===== config.mk =====
export PLATFORM = sky130hd
export DESIGN_NAME = t_inst_first_seq_flat
export DESIGN_NICKNAME = d
export VERILOG_FILES = /design/src/rtl/t_inst_first_seq_if.sv /design/src/rtl/t_inst_first_seq.sv /design/src/flat_wrapper.sv
export SDC_FILE = /design/constraint.sdc
export NUM_CORES = 1
export LEC_CHECK = 0
export ABC_AREA = 1
export CAP_MARGIN = 15
export CORE_AREA = 2 2 158 160
export DETAILED_ROUTE_END_ITERATION = 8
export DIE_AREA = 0 0 160 162
export HOLD_SLACK_MARGIN = 0.12
export PLACE_DENSITY = 0.66
export SETUP_SLACK_MARGIN = 0.15
export SLEW_MARGIN = 20
export SYNTH_ARGS = -nofsm -noshare
export SYNTH_HDL_FRONTEND = slang
export SYNTH_SLANG_ARGS = --single-unit

===== constraint.sdc =====
create_clock -name clk -period 6.05 [get_ports clk]
set_input_delay 1.815 -clock clk [delete_from_list [all_inputs] [get_ports clk]]
set_output_delay 1.815 -clock clk [all_outputs]
set_load 0.02 [all_outputs]

===== src/rtl/t_inst_first_seq_if.sv =====
// Link between the stimulus sequencer and the block it drives: the drive buses
// and the block's echoes, including the one-cycle-registered copy of the 5-bit bus.
interface t_inst_first_seq_if;
    logic [4:0]   o_w5;
    logic [39:0]  o_w40;
    logic [103:0] o_w104;
    logic [4:0]   i_w5;
    logic [4:0]   i_w5_d1r;
    logic [39:0]  i_w40;
    logic [103:0] i_w104;

    modport master (
        output o_w5, o_w40, o_w104,
        input  i_w5, i_w5_d1r, i_w40, i_w104
    );

    modport slave (
        input  o_w5, o_w40, o_w104,
        output i_w5, i_w5_d1r, i_w40, i_w104
    );
endinterface


===== src/rtl/t_inst_first_seq.sv =====
// LFSR-driven stimulus sequencer that checks combinational and registered echoes.
// Define T_INST_FIRST_SEQ_ERRCAP_EN to latch the index and bus mask of the first error.
module t_inst_first_seq #(
    parameter int          NUM_VEC = 16,
    parameter logic [31:0] SEED    = 32'hACE1_2345
) (
    input  logic               clk,
    input  logic               reset_l,
    input  logic               start,
    t_inst_first_seq_if.master lnk,
    output logic               busy,
    output logic               done,
    output logic               pass,
    output logic [7:0]         err_count,
    output logic [7:0]         first_err_idx,
    output logic [2:0]         first_err_mask
);

    localparam logic [31:0] SEED_EFF  = (SEED == 32'h0) ? 32'h1 : SEED;
    localparam logic [31:0] LFSR_MASK = 32'h8020_0003;
    localparam logic [7:0]  LAST_IDX  = 8'(NUM_VEC - 1);

    typedef enum logic [1:0] {
        ST_IDLE  = 2'd0,
        ST_RUN   = 2'd1,
        ST_DRAIN = 2'd2,
        ST_DONE  = 2'd3
    } state_t;

    state_t      state;
    state_t      state_nxt;

    logic [31:0] lfsr;
    logic [4:0]  prev_w5;
    logic        prev_valid;
    logic [7:0]  vec_idx;

    logic        load_seed;
    logic        step;
    logic        finish;
    logic        last_vec;
    logic [2:0]  chk_mask;
    logic        err_hit;
    logic [7:0]  err_final;
    logic [31:0] lfsr_nxt;

    function automatic logic [31:0] lfsr_step(input logic [31:0] l);
        return (l >> 1) ^ (l[0] ? LFSR_MASK : 32'h0);
    endfunction

    function automatic logic [39:0] w40_of(input logic [31:0] l);
        return {l[7:0], l};
    endfunction

    function automatic logic [103:0] w104_of(input logic [31:0] l);
        return {l[7:0], l, l, l};
    endfunction

    function automatic logic [7:0] sat_inc(input logic [7:0] cnt, input logic inc);
        if (!inc || cnt == 8'hFF)
            return cnt;
        return cnt + 8'd1;
    endfunction

    always_ff @(posedge clk or negedge reset_l) begin
        if (!reset_l)
            state <= ST_IDLE;
        else
            state <= state_nxt;
    end

    always_comb begin
        state_nxt = state;
        case (state)
            ST_IDLE:  if (start) state_nxt = ST_RUN;
            ST_RUN:   if (vec_idx == LAST_IDX) state_nxt = ST_DRAIN;
            ST_DRAIN: state_nxt = ST_DONE;
            ST_DONE:  if (start) state_nxt = ST_RUN;
            default:  state_nxt = ST_IDLE;
        endcase
    end

    // Check decode: RUN compares every bus, DRAIN only the last delayed copy.
    always_comb begin
        load_seed = 1'b0;
        step      = 1'b0;
        finish    = 1'b0;
        chk_mask  = 3'b000;
        case (state)
            ST_IDLE, ST_DONE: load_seed = start;
            ST_RUN: begin
                step     = 1'b1;
                chk_mask = {(lnk.i_w104 !== lnk.o_w104),
                            (lnk.i_w40 !== lnk.o_w40),
                            (lnk.i_w5 !== lnk.o_w5) ||
                            (prev_valid && (lnk.i_w5_d1r !== prev_w5))};
            end
            ST_DRAIN: begin
                finish   = 1'b1;
                chk_mask = {2'b00, prev_valid && (lnk.i_w5_d1r !== prev_w5)};
            end
            default: ;
        endcase
    end

    assign err_hit   = |chk_mask;
    assign err_final = sat_inc(err_count, err_hit);
    assign last_vec  = (vec_idx == LAST_IDX);
    assign lfsr_nxt  = lfsr_step(lfsr);

    always_ff @(posedge clk or negedge reset_l) begin
        if (!reset_l) begin
            lfsr       <= SEED_EFF;
            lnk.o_w5   <= '0;
            lnk.o_w40  <= '0;
            lnk.o_w104 <= '0;
            prev_w5    <= '0;
            prev_valid <= 1'b0;
            vec_idx    <= '0;
            busy       <= 1'b0;
            done       <= 1'b0;
            pass       <= 1'b0;
            err_count  <= '0;
        end else if (load_seed) begin
            lfsr       <= SEED_EFF;
            lnk.o_w5   <= SEED_EFF[4:0];
            lnk.o_w40  <= w40_of(SEED_EFF);
            lnk.o_w104 <= w104_of(SEED_EFF);
            prev_valid <= 1'b0;
            vec_idx    <= '0;
            busy       <= 1'b1;
            done       <= 1'b0;
            pass       <= 1'b0;
            err_count  <= '0;
        end else if (step) begin
            err_count  <= err_final;
            prev_w5    <= lnk.o_w5;
            prev_valid <= 1'b1;
            vec_idx    <= vec_idx + 8'd1;
            // The last vector stays on the bus so DRAIN can see its registered echo.
            if (!last_vec) begin
                lfsr       <= lfsr_nxt;
                lnk.o_w5   <= lfsr_nxt[4:0];
                lnk.o_w40  <= w40_of(lfsr_nxt);
                lnk.o_w104 <= w104_of(lfsr_nxt);
            end
        end else if (finish) begin
            err_count <= err_final;
            busy      <= 1'b0;
            done      <= 1'b1;
            pass      <= (err_final == 8'd0);
        end
    end

`ifdef T_INST_FIRST_SEQ_ERRCAP_EN
    logic err_seen;

    always_ff @(posedge clk or negedge reset_l) begin
        if (!reset_l) begin
            err_seen       <= 1'b0;
            first_err_idx  <= '0;
            first_err_mask <= '0;
        end else if (load_seed) begin
            err_seen       <= 1'b0;
            first_err_idx  <= '0;
            first_err_mask <= '0;
        end else if ((step || finish) && err_hit && !err_seen) begin
            // vec_idx already reads NUM_VEC while draining.
            err_seen       <= 1'b1;
            first_err_idx  <= vec_idx;
            first_err_mask <= chk_mask;
        end
    end
`else
    assign first_err_idx  = '0;
    assign first_err_mask = '0;
`endif

endmodule


===== src/flat_wrapper.sv =====
// flat-port wrapper written by rule: the top's interface ports become plain ports
module t_inst_first_seq_flat 
#(
    parameter int          NUM_VEC = 16,
    parameter logic [31:0] SEED    = 32'hACE1_2345
)
  (clk, reset_l, start, busy, done, pass, err_count, first_err_idx, first_err_mask, lnk_o_w5, lnk_o_w40, lnk_o_w104, lnk_i_w5, lnk_i_w5_d1r, lnk_i_w40, lnk_i_w104);
  t_inst_first_seq_if lnk_i ();
  input  logic clk;
  input  logic reset_l;
  input  logic start;
  output logic busy;
  output logic done;
  output logic pass;
  output logic [7:0] err_count;
  output logic [7:0] first_err_idx;
  output logic [2:0] first_err_mask;
  output wire logic [$bits(lnk_i.o_w5)-1:0] lnk_o_w5;
  output wire logic [$bits(lnk_i.o_w40)-1:0] lnk_o_w40;
  output wire logic [$bits(lnk_i.o_w104)-1:0] lnk_o_w104;
  input wire logic [$bits(lnk_i.i_w5)-1:0] lnk_i_w5;
  input wire logic [$bits(lnk_i.i_w5_d1r)-1:0] lnk_i_w5_d1r;
  input wire logic [$bits(lnk_i.i_w40)-1:0] lnk_i_w40;
  input wire logic [$bits(lnk_i.i_w104)-1:0] lnk_i_w104;
  assign lnk_o_w5 = lnk_i.o_w5;
  assign lnk_o_w40 = lnk_i.o_w40;
  assign lnk_o_w104 = lnk_i.o_w104;
  assign lnk_i.i_w5 = lnk_i_w5;
  assign lnk_i.i_w5_d1r = lnk_i_w5_d1r;
  assign lnk_i.i_w40 = lnk_i_w40;
  assign lnk_i.i_w104 = lnk_i_w104;
  t_inst_first_seq #(.NUM_VEC(NUM_VEC), .SEED(SEED)) u_core (.clk(clk), .reset_l(reset_l), .start(start), .lnk(lnk_i), .busy(busy), .done(done), .pass(pass), .err_count(err_count), .first_err_idx(first_err_idx), .first_err_mask(first_err_mask));
endmodule

# Word-level counts from Yosys, hierarchy flattened

Cells that the tools add are included.

Add/subtract/negate cells: 2
Equal/unequal tests: 13
Muxes and demuxes: 39
Bitwise gates (word level): 2
Reductions and logical operators: 15

Operators with widths:

| operator                                       | count |
|---|---|
| two-way mux 104 bit                            | 3 |
| two-way mux 32 bit                             | 4 |
| two-way mux 40 bit                             | 3 |
| !== test 104 bit                               | 1 |
| two-way mux 8 bit                              | 7 |
| !== test 40 bit                                | 1 |
| bitwise XOR 31 x 32 -> 32 bit                  | 1 |
| adder 8 x 1 -> 8 bit (second input constant)   | 2 |
| two-way mux 1 bit                              | 15 |
| two-way mux 5 bit                              | 3 |
| !== test 5 bit                                 | 2 |
| == test 8 x 4 -> 1 bit (second input constant) | 1 |
| == test 8 bit (second input constant)          | 1 |
| logical NOT 8 bit                              | 1 |
| != test 2 x 1 -> 1 bit (second input constant) | 4 |
| AND reduction 2 bit                            | 4 |
| one-hot mux 2 bit (3 select lines)             | 1 |
| one-hot mux 3 bit (2 select lines)             | 1 |
| == test 2 bit (second input constant)          | 2 |
| two-way mux 2 bit                              | 2 |
| nonzero test 2 bit                             | 2 |
| nonzero test 3 bit                             | 1 |
| OR reduction 3 bit                             | 1 |
| == test 2 x 1 -> 1 bit (second input constant) | 1 |
| 6 further kinds                                | 7 |

Flip-flop bits (word level): 208
Bits of input ports: 157
Word-level logic and storage cells: 83

# Logic depth before layout (Yosys ltp)

Depth after elaboration: 13
Depth in mapped cells: 22

# Worst setup path after synthesis

Ideal clock, no wire load.

Kind: input-to-reg
From: input lnk_i_w104[78]
To: register u_core.pass
Setup time: 0.065 ns
Arrival time: 3.029 ns
Data required time: 5.985 ns
Path slack: 2.955 ns
Cell stages on the path: 17
Path buffers: 0
Path through: xnor2_1 > nand2_1 > nor2_1 > nand2_1 > nor2_1 > nand2_1 > nor2_1 > nand2_1 > nand3_2 > nand2_4 > nand2_4 > nand2_1 > nand2_1 > nand3_1 > nor2_1 > nand2_1 > nand2_1

Longest elaborated chain between the ends: 11

Ends and longest elaborated chain:

| what                               | RTL line                | source |
|---|---|---|
| start, declared                    | flat_wrapper.sv:24      | `input wire logic [$bits(lnk_i.i_w104)-1:0] lnk_i_w104;` |
| !== test 104 bit                   | t_inst_first_seq.sv:93  | `chk_mask = {(lnk.i_w104 !== lnk.o_w104),` |
| one-hot mux 3 bit (2 select lines) | t_inst_first_seq.sv:89  | `case (state)` |
| OR reduction 3 bit                 | t_inst_first_seq.sv:106 | `assign err_hit = \|chk_mask;` |
| logical NOT 1 bit                  | t_inst_first_seq.sv:60  | `if (!inc \|\| cnt == 8'hFF)` |
| logical OR 1 bit                   | t_inst_first_seq.sv:60  |  |
| two-way mux 1 bit                  | t_inst_first_seq.sv:60  |  |
| two-way mux 8 bit                  | t_inst_first_seq.sv:62  | `return cnt + 8'd1;` |
| logical NOT 8 bit                  | t_inst_first_seq.sv:151 | `pass <= (err_final == 8'd0);` |
| two-way mux 1 bit                  | t_inst_first_seq.sv:147 | `end else if (finish) begin` |
| two-way mux 1 bit                  | t_inst_first_seq.sv:135 | `end else if (step) begin` |
| two-way mux 1 bit                  | t_inst_first_seq.sv:124 | `end else if (load_seed) begin` |
| end signal, assigned               | t_inst_first_seq.sv:151 |  |
| end, declared                      | t_inst_first_seq.sv:13  | `output logic pass,` |

No other way between the ends. The select of a mux whose other input is x is not followed.
A chain may end at the register's enable or synchronous reset.

# Worst setup path in the final report

From: input lnk_i_w104[80]
To: register u_core.pass

The elaborated chain is that of the path after synthesis.

==> impl_summary.log <==
[metrics] most numerous cell on the critical path: sky130_fd_sc_hd__nand2_1
[metrics] routed vias/inst: around 4.3
[metrics] maximum level of the CTS H-tree: 3
[metrics] leakage power total: approximately 0.004 uW
[metrics] number of enable flip-flop cells after synthesis: 0
[metrics] Setup TNS Final: 0 ns
[metrics] setup fix buffers added after clock tree synthesis: 0
[metrics] antenna violations before repair: 0
[metrics] asr flop ratio synth: 100.0%
[metrics] depth of the worst register-to-register path: 8
[metrics] most common flop cell mapped by yosys: sky130_fd_sc_hd__dfrtp_1
[metrics] gr usage total: 18.33%
[metrics] number of vias after detailed routing: approximately 6500
[metrics] cell-by-cell listing of the critical path: clkdlybuf4s50_1 > xnor2_1 > nand2_1 > nor2_1 > nand2_1 > nor2_1 > nand2_1 > nor2_1 > nand2_1 > nand3_2 > nand2_4 > nand2_4 > nand2_1 > nand2_1 > nand3_1 > nor2_1 > nand2_1 > nand2_1
[metrics] Antenna diodes: 0
[metrics] core outline area: ~24000 um^2
[metrics] violation count after the first detailed-routing iteration: roughly 300
[metrics] Worst Path Required: 6.33 ns
[metrics] portion of total power attributed to combinational logic: between 60% and 70%
[metrics] final design utilization: 40.13%
[metrics] flop-to-flop setup slack: approximately 2.8 ns
[metrics] number of pins exceeding their max-slew limit in the final report: 0
[metrics] count of input and output buffers: roughly 320
[metrics] clock tree from TritonCTS: done
[metrics] path type of the worst min-delay path: reg -> reg
[metrics] Multi-input gate area: between 3000 and 4000 um^2
[metrics] post-layout minimum cycle time: 3.919 ns
[metrics] post-route fraction of the period consumed by the critical path: roughly two thirds
[metrics] Endpoint, Worst Hold: u_core.lfsr[23]$_DFFE_PN1P_
[metrics] number of nets still failing antenna checks after routing: 0
[metrics] Clk Tree Root Cell: sky130_fd_sc_hd__clkbuf_16
[metrics] mean area per synthesized cell: a little over 7 um^2
[metrics] Power Density: 506.3 nW/um^2
[metrics] effective utilization at floorplan: around 30%
[metrics] post-cts sizing count: 0
[metrics] Net Sw Power: 2419 uW
[metrics] number of synthesis warnings: 0
[metrics] worst setup skew after layout: roughly 0.0097 ns
[metrics] routed length per instance: about 16 um
[metrics] die width: between 150 and 200 um
[metrics] Rows: 57
[metrics] part of the Yosys area used for sequential elements: ~26%
[metrics] maximum VDD drop: 0.1712 mV
[metrics] Reg area: about 1800 um^2
[metrics] launch instance of the worst register-to-register path: u_core.state[1]$_DFFE_PN0P_
[metrics] endpoint kind of the worst setup timing path: register
[metrics] dominant cell by count in the synthesized netlist: sky130_fd_sc_hd__nand2_1
[metrics] via count of the first global-routing pass: ~6200
[metrics] clock share of power: 11.8%
[metrics] switching power share of the total: 49.38%
[metrics] unique cell type count in the Yosys netlist: 35
[metrics] Int Pwr: around 2500 uW
[metrics] library cell occupying the most area in the post-synthesis netlist: sky130_fd_sc_hd__dfrtp_1
[metrics] largest net degree at the start of global routing: 74
[metrics] area overhead of the layout relative to synthesis: 34.35%
[metrics] wire length reported by the detailed router: approximately 24 mm
[metrics] Hold Crit Start: u_core.lfsr[23]$_DFFE_PN1P_
[metrics] Netlist Area Pre-Place: 7201 um^2
[metrics] maximum cell stage delay along the critical path: 0.50 ns
[metrics] Reg-to-Reg End: u_core.lfsr[14]$_DFFE_PN0P_
[metrics] final weighted congestion in routability-driven placement: around 0.8
[metrics] arrival time at the worst endpoint: around 4.2 ns
[metrics] DIE HEIGHT: approximately 160 um
[metrics] number of storage elements in the synthesis netlist: 73
[metrics] Flop pwr share: ~24%
[metrics] area of the die: 25920 um^2
[metrics] Num CTS Buffers: 9
[metrics] final worst hold slack: approximately 0.47 ns
[metrics] setup repair after global routing missed its margin: false
[metrics] most area-consuming cells after synthesis: sky130_fd_sc_hd__dfrtp_1, sky130_fd_sc_hd__buf_4, sky130_fd_sc_hd__nand2_1
[metrics] clock tree buffer depth: 2
[metrics] drt pass-1 iters: 7
[metrics] Max-Slew Margin vs Limit: between 30% and 40%
[metrics] type of the worst setup path: in -> reg
[metrics] # Max-Cap Violations: 0
[metrics] global-route wire length before repair: 36.20 mm
[metrics] Sinks on Clock Net: between 70 and 80
[metrics] share of final-layout standard cells stronger than drive strength 1: ~6.4%
[metrics] ranking of synthesized cells by instance count: sky130_fd_sc_hd__nand2_1, sky130_fd_sc_hd__buf_4, sky130_fd_sc_hd__nor2_1
[metrics] post-DP HPWL: 19.38 mm
[metrics] count of endpoints failing hold in the final timing report: 0
[metrics] clk_lat worst skew: 0.34 ns
[metrics] nets@finish: between 1000 and 1500
[metrics] CTS Hold Buffers Added: 0
[metrics] Hold Path Stages: 2
[metrics] CP startpoint kind: primary input
[metrics] Crit Path Max Fanout: 9
[metrics] synthesized instance count: 1019
[metrics] area share of the largest cell type after synthesis: 20.50%
[metrics] outcome: finished, final reports clean
[metrics] Worst-Margin Slew: 0.9992 ns
[metrics] clock-pin transition on the worst setup and hold timing paths: 0.06 ns
[metrics] f_max: between 200 and 300 MHz
[metrics] DRC: 0
[metrics] count of fill cells added during filler insertion: around 2500
[metrics] master of the slowest instance on the critical path: sky130_fd_sc_hd__xnor2_1
[metrics] number of I/O pins: 328
[metrics] Overflow after GRT: 0
[metrics] # setup viols final: 0
state kept, by name, summed over array words and instances, names as in the netlist:
name               count
u_core.lfsr           32
u_core.lnk.o_w104     14
u_core.err_count       8
u_core.vec_idx         8
u_core.prev_w5         5
u_core.state           2
u_core.busy            1
u_core.done            1
u_core.pass            1
u_core.prev_valid      1
cells in the final DEF, fill, tap and decap left out, types with 8 or more instances in the layout:
cell | synthesis | routed
sky130_fd_sc_hd__clkdlybuf4s50_1 | 0 | 315
sky130_fd_sc_hd__nand2_1 | 276 | 276
sky130_fd_sc_hd__nor2_1 | 119 | 118
sky130_fd_sc_hd__xnor2_1 | 117 | 117
sky130_fd_sc_hd__inv_1 | 71 | 71
sky130_fd_sc_hd__dfrtp_1 | 59 | 59
sky130_fd_sc_hd__o21ai_0 | 36 | 36
sky130_fd_sc_hd__nand3_1 | 28 | 28
sky130_fd_sc_hd__a21oi_1 | 21 | 21
sky130_fd_sc_hd__inv_2 | 18 | 18
sky130_fd_sc_hd__nand4_1 | 14 | 14
sky130_fd_sc_hd__dfstp_2 | 14 | 14
sky130_fd_sc_hd__xnor2_2 | 11 | 11
sky130_fd_sc_hd__conb_1 | 1 | 11
sky130_fd_sc_hd__clkbuf_16 | 0 | 9
sky130_fd_sc_hd__nor3_1 | 8 | 8
final cells by class:
| class | count | share of cell area [%] |
|---|---|---|
| flip-flops and latches | 73 | 19.06 |
| well taps | 324 | 4.190 |
| inverters | 92 | 3.595 |
| repair buffers | 320 | 32.98 |
| clock inverters | 6 | 0.9312 |
| multi-input cells | 674 | 36.87 |
| clock buffers | 10 | 2.367 |
cell families after synthesis:
group	synth area share (%)
AND/OR/NAND/NOR	25.61
multiplexers	0.1564
AO/OA/AOI/OAI	4.726
flip-flops	25.61
XOR/XNOR	17.57
other	0.05208
adder cells (fa/ha/maj)	0.8688
buffers and inverters	25.40
power groups by stage:
stage / Combinational (uW) / Clock, uW / Sequential, uW
2_1_floorplan: 2580 / 0 / 975
3_3_place_gp: 3120 / 0 / 1180
3_5_place_dp: 3150 / 0 / 1200
4_1_cts: 3160 / 592 / 1190
5_1_grt: 3410 / 611 / 1240
6_report: 3140 / 578 / 1180
per-stage QoR:
stage | instances | setup slack (ns) | power, uW | area (um^2)
6_report | 1499 | 2.131 | 4898 | 9674
5_1_grt | 1499 | 1.900 | 5257 | 9674
4_1_cts | 1499 | 2.170 | 4939 | 9674
3_5_place_dp | 1483 | 1.825 | 4341 | 9355
3_3_place_gp | 1483 | 1.804 | 4304 | 9355
2_1_floorplan | 1029 | 2.955 | 3559 | 7238
critical path: cells and delay by family:
kind / cells / cell delay, ns
simple gates: 16 / 1.44
buf+inv: 1 / 0.42
xor+xnor: 1 / 0.50
layer usage:
layer  global-route usage [%]  part of all wire (%)  vias up
li1                         -                     -     3239
met3                    4.162                   6.2       16
met2                    31.82                    50      222
met5                        0                     0        -
met1                    23.17                    43     2978
met4                    4.423                   1.3        0
worst max-delay path by stage:
stage                               from                       to  slack (ns)  cells after the start
after floorplan           lnk_i_w104[78]  u_core.pass$_DFFE_PN0P_        2.96                     17
after global placement    lnk_i_w104[33]  u_core.pass$_DFFE_PN0P_        1.80                     18
after detailed placement  lnk_i_w104[33]  u_core.pass$_DFFE_PN0P_        1.83                     18
after CTS                 lnk_i_w104[33]  u_core.pass$_DFFE_PN0P_        2.17                     18
after global routing      lnk_i_w104[80]  u_core.pass$_DFFE_PN0P_        1.90                     18
final                     lnk_i_w104[80]  u_core.pass$_DFFE_PN0P_        2.13                     18
Note: power is estimated with default switching activity, not from simulation.
